### src/rtl/mem_arbiter.sv
// Arbiter sharing one single-port memory between instruction fetch and data access.
// Data has priority; fetch is forced through after a streak of contended data grants.
module mem_arbiter #(
  parameter int unsigned D_STREAK_MAX = 4,
  parameter int unsigned TIMEOUT_CYC  = 255,
  parameter logic [31:0] ERR_DATA     = 32'hDEADBEEF
) (
  input  logic        clk,
  input  logic        rst_n,
  input  logic        i_req,
  input  logic [31:0] i_addr,
  output logic        i_gnt,
  output logic        i_rvalid,
  output logic [31:0] i_rdata,
  input  logic        d_req,
  input  logic        d_we,
  input  logic [31:0] d_addr,
  input  logic [31:0] d_wdata,
  input  logic [3:0]  d_wstrb,
  output logic        d_gnt,
  output logic        d_rvalid,
  output logic [31:0] d_rdata,
  output logic        m_req,
  output logic        m_we,
  output logic [31:0] m_addr,
  output logic [31:0] m_wdata,
  output logic [3:0]  m_wstrb,
  input  logic        m_gnt,
  input  logic        m_rvalid,
  input  logic [31:0] m_rdata,
  output logic        err,
  output logic        owner,
  output logic        busy
);

  localparam logic [1:0] S_IDLE = 2'd0;
  localparam logic [1:0] S_ADDR = 2'd1;
  localparam logic [1:0] S_DATA = 2'd2;

  localparam logic [3:0]  STREAK_MAX = 4'(D_STREAK_MAX);
  localparam logic [15:0] TMO_LIMIT  = 16'(TIMEOUT_CYC);
  localparam bit          TMO_ON     = (TIMEOUT_CYC != 0);

  logic [1:0]  r_state;
  logic [3:0]  r_streak;
  logic [15:0] r_tcnt;
  logic        r_owner;

  logic w_idle;
  logic w_grantI;
  logic w_grantD;
  logic w_timeout;
  logic w_done;

  // Fetch wins when alone, or when the data streak has used up its allowance.
  assign w_idle    = (r_state == S_IDLE);
  assign w_grantI  = w_idle && i_req && (!d_req || (r_streak == STREAK_MAX));
  assign w_grantD  = w_idle && d_req && !w_grantI;
  assign w_timeout = TMO_ON && (r_tcnt == TMO_LIMIT);
  assign w_done    = (r_state == S_DATA) && (m_rvalid || w_timeout);

  assign i_gnt = w_grantI;
  assign d_gnt = w_grantD;
  assign busy  = !w_idle;
  assign owner = r_owner;

  always_ff @(posedge clk or negedge rst_n) begin
    if (!rst_n) begin
      r_state  <= S_IDLE;
      r_streak <= 4'd0;
      r_tcnt   <= 16'd0;
      r_owner  <= 1'b0;
      m_req    <= 1'b0;
      m_we     <= 1'b0;
      m_addr   <= 32'd0;
      m_wdata  <= 32'd0;
      m_wstrb  <= 4'd0;
      i_rvalid <= 1'b0;
      i_rdata  <= 32'd0;
      d_rvalid <= 1'b0;
      d_rdata  <= 32'd0;
      err      <= 1'b0;
    end else begin
      i_rvalid <= 1'b0;
      d_rvalid <= 1'b0;
      err      <= 1'b0;
      case (r_state)
        S_IDLE: begin
          if (w_grantI) begin
            r_state  <= S_ADDR;
            r_owner  <= 1'b0;
            r_streak <= 4'd0;
            m_req    <= 1'b1;
            m_we     <= 1'b0;
            m_addr   <= i_addr;
            m_wdata  <= 32'd0;
            m_wstrb  <= 4'd0;
          end else if (w_grantD) begin
            r_state  <= S_ADDR;
            r_owner  <= 1'b1;
            m_req    <= 1'b1;
            m_we     <= d_we;
            m_addr   <= d_addr;
            m_wdata  <= d_wdata;
            m_wstrb  <= d_we ? d_wstrb : 4'd0;
            // Only grants that made fetch wait count towards the streak.
            if (i_req && (r_streak != STREAK_MAX)) begin
              r_streak <= r_streak + 4'd1;
            end
          end
        end
        S_ADDR: begin
          if (m_gnt) begin
            m_req   <= 1'b0;
            r_tcnt  <= 16'd0;
            r_state <= S_DATA;
          end
        end
        S_DATA: begin
          if (w_done) begin
            r_state <= S_IDLE;
            err     <= !m_rvalid;
            if (r_owner) begin
              d_rvalid <= 1'b1;
              d_rdata  <= m_we ? 32'd0 : (m_rvalid ? m_rdata : ERR_DATA);
            end else begin
              i_rvalid <= 1'b1;
              i_rdata  <= m_rvalid ? m_rdata : ERR_DATA;
            end
          end else begin
            r_tcnt <= r_tcnt + 16'd1;
          end
        end
        default: r_state <= S_IDLE;
      endcase
    end
  end

endmodule

### config.mk
export PLATFORM = sky130hd
export DESIGN_NAME = mem_arbiter
export DESIGN_NICKNAME = d
export VERILOG_FILES = /design/src/rtl/mem_arbiter.sv
export SDC_FILE = /design/constraint.sdc
export NUM_CORES = 1
export LEC_CHECK = 0
export BUFFER_PORTS_ARGS = -buffer_cell sky130_fd_sc_hd__buf_2
export CAP_MARGIN = 20
export CORE_ASPECT_RATIO = 1.5
export CORE_UTILIZATION = 40
export CTS_BUF_LIST = sky130_fd_sc_hd__clkbuf_8
export DETAILED_ROUTE_END_ITERATION = 12
export PLACE_DENSITY_LB_ADDON = 0.3
export SYNTH_ARGS = -nofsm -noshare
export SYNTH_HDL_FRONTEND = slang
export SYNTH_SLANG_ARGS = --single-unit
### constraint.sdc
create_clock -name clk -period 2.6 [get_ports clk]
set_clock_uncertainty 0.1 [all_clocks]
set_input_delay 0.13 -clock clk [delete_from_list [all_inputs] [get_ports clk]]
set_output_delay 0.13 -clock clk [all_outputs]
set_load 0.005 [all_outputs]
==> metrics.cfg <==
[route]
vias=6506
drt-wirelength-per-cell_microns=19.1
drc=0
dr.first_iter.drc_count=390
drt-vias-per-instance=5.52
drtPass1Iterations=5
ant_nets=0
wl_microns=22500

[cts]
cts_tree=built
clockBufferDepth=2
clk_latency_ns=0.45
cts.sinks=160
post_cts_buffers=0
htreeDepth=4
clk_pin_slew_worst_paths_ns=0.09
root_buffer=clkbuf_8
cts_buffers=17

[critical_path]
critical_path.cell_chain=inv_1 > ha_1 > nand2_1 > o21ai_1 > nor2b_4 > nor2_4 > buf_4 > buf_2
r2r_start=r_tcnt[8]
reg2reg_depth=7
worst-r2r-setup-slack_ns=0.28
start_kind=flip-flop
crit_type=reg -> out
cpPeakStageDelay_ns=0.40
cp-end-kind=output pin
crit_fanout=14
slowest_stage=dfrtp_1
worstPathArrival_ns=2.20
r2r_end=r_tcnt[10]
required_ns=2.37

[floorplan]
coreArea_sq_um=16100
start_util_pct=40.8
dieArea_sq_um=17000
rows=57
dieWidth_microns=107
ios=280
die_h_microns=159

[cells_and_area]
stdcell_count=1178
multi_input_area_sq_um=2380
nNetsFinal=1101
syn_to_final_growth_pct=52.5
final_cell_area_sq_um=10000
num_antenna_cells=0
n_fill_cell=1266
seqCellArea_sq_um=4000
finish.utilization_pct=62.1
drive_gt1_share_pct=35.4

[hold_path]
min_from=d_req
hold_class=in -> reg
hold_path_end=r_streak[3]
hold_depth=4

[sta]
setup_violations=0
rsz0062_at_grt=no
fin_setup_tns_ns=0
layout_min_cycle_time_ns=2.43
period_share_pct=93.5
fmax_mhz=411
hold_viol=0
slew_headroom_pct=36.2
maxSlewViolCount=0
worstMarginPinSlew_ns=0.956

[yosys]
ys.flop_type=dfrtp_1
syn_inst=544
synth-seq-cells=160
synthDistinctLibCells=41
avgSynthCellArea_sq_um=12.1
synth_edf_count=0
ys_warn_count=0
ys_seq_area_share_pct=60.9
ys_async_sr_fraction_pct=100
syn_nets=686
syn_area_sq_um=6570

[placed_design]
dp_hpwl_microns=13700
placed_cell_area_sq_um=8250
port_buffers=279
gp_congestion=0.862
place_inst=1008

[power_and_ir_drop]
peakVddDrop_v=0.000553
leakage_nw=5.13
p_per_area_nw_per_um2=999

[flow_run]
max_cap_viol_count=0

[global_route]
grt-ovfl-total=0
grt_max_degree=73
grt_usage_pct=26.6
grt_pass1_vias=6728
grt_pass1_wl_microns=34900
antenna_found_initial=0

[run_status]
outcome=finished, final reports clean

==> final cells by class <==
| cell class | instances | area share, % |
|---|---|---|
| clock buffer | 17 | 2.34 |
| sequential | 160 | 40.0 |
| inverter | 11 | 0.412 |
| multi-input combinational | 333 | 23.8 |
| tap | 206 | 2.57 |
| clock inverter | 15 | 1.44 |
| timing repair buffer | 436 | 29.5 |
==> through the flow <==
stage | hold slack [ns] | power (mW) | setup WS [ns]
finish | 0.105 | 10.0 | 0.169
global route | 0.103 | 10.6 | 0.0389
CTS | 0.0658 | 9.95 | 0.0229
detailed placement | 0.0471 | 7.96 | 0.127
global placement | 0.0438 | 7.81 | 0.246
floorplan | -0.266 | 6.08 | 0.211
==> cells by family (layout without fill, tap and decap cells) <==
| logic type | count (synthesis) | after routing | share of synthesized area, % |
|---|---|---|---|
| xor gates and xnor gates | 1 | 1 | 0.133 |
| buffers and inverters | 53 | 479 | 3.43 |
| DFF | 160 | 160 | 60.9 |
| adders and majority gates | 3 | 3 | 0.571 |
| AOI/OAI and AO/OA | 224 | 224 | 26.1 |
| and+or+nand+nor | 101 | 103 | 8.47 |
| muxes | 2 | 2 | 0.324 |
==> sequential cells by signal, summed over array words and instances, names as in the netlist, 2 cells and up <==
register	flops
r_streak	4
m_addr	32
r_tcnt	16
m_wstrb	4
m_wdata	32
r_state	2
i_rdata	32
d_rdata	32
==> critical path, delay by kind of cell (launching register included) <==
family | cells | cell delay, ns
AO/OA/AOI/OAI | 1 | 0.08
adder cells (fa/ha/maj) | 1 | 0.20
buffers and inverters | 3 | 0.50
flip-flops | 1 | 0.40
AND/OR/NAND/NOR | 3 | 0.57
==> layout by cell type, fill, tap and decap left out, types with 5 or more instances in the layout <==
| cell | netlist | routed |
|---|---|---|
| o21ai_0 | 46 | 45 |
| dlygate4sd3_1 | 0 | 136 |
| dfrtp_1 | 160 | 160 |
| a32o_1 | 21 | 21 |
| a2bb2oi_1 | 24 | 24 |
| nand2_1 | 20 | 20 |
| nand3_1 | 10 | 10 |
| buf_2 | 3 | 278 |
| inv_1 | 10 | 10 |
| clkbuf_8 | 0 | 17 |
| a22o_1 | 65 | 65 |
| inv_8 | 0 | 6 |
| nor2_1 | 14 | 12 |
| nor2b_1 | 25 | 24 |
| a21o_1 | 35 | 35 |
| buf_4 | 0 | 18 |
| o31ai_1 | 26 | 26 |
| nor3_1 | 5 | 5 |
==> routing by layer <==
metal	share of wire (%)	routed length, microns	up-vias	global-route usage (%)
met2	50	11300	386	45.1
li1	-	-	2881	-
met3	8.1	1820	69	6.34
met5	0	0	-	0
met4	4.0	909	0	13.9
met1	37	8410	3170	30.8
==> cell usage after synthesis (all sizes together) (3+ instances only) <==
| library cell | number | area share, % |
|---|---|---|
| a21o | 35 | 4.0 |
| a21oi | 3 | 0.23 |
| a22o | 65 | 8.7 |
| a2bb2oi | 24 | 3.2 |
| a32o | 21 | 3.2 |
| and3 | 4 | 0.38 |
| buf | 7 | 0.80 |
| clkbuf | 35 | 2.0 |
| dfrtp | 160 | 61 |
| ha | 3 | 0.57 |
| inv | 10 | 0.57 |
| nand2 | 20 | 1.1 |
| nand3 | 10 | 0.76 |
| nor2 | 15 | 0.90 |
| nor2b | 25 | 2.4 |
| nor3 | 5 | 0.38 |
| nor4 | 4 | 0.61 |
| o21ai | 48 | 3.7 |
| o31ai | 26 | 3.0 |
| or2 | 3 | 0.29 |
| or3 | 3 | 0.29 |
==> how the worst max path moves through the flow <==
stage	from	to	slack [ns]	cells after the start
2_1_floorplan	r_tcnt[8]	d_rdata[14]	0.21	7
3_3_place_gp	r_streak[0]	d_gnt	0.25	8
3_5_place_dp	r_streak[0]	d_gnt	0.13	8
4_1_cts	r_streak[0]	i_gnt	0.02	7
5_1_grt	r_streak[0]	d_gnt	0.04	8
6_report	r_streak[0]	d_gnt	0.17	8
==> timing repair <==
item / 4_1_cts / 5_1_grt
gates resized for setup: 1 / 3
cloned: 2 / 0
hold buffers: 136 / 0
endpoints found under the setup margin: 1 / 1
pin swaps: 1 / 0
endpoints found under the hold margin: 194 / 0
==> report_power, final <==
group / switching, mW / internal (mW)
logic: 1.95 / 2.04
clock network: 1.06 / 0.713
registers: 0.690 / 3.56
No activity file was read; power rests on OpenSTA's default activity.
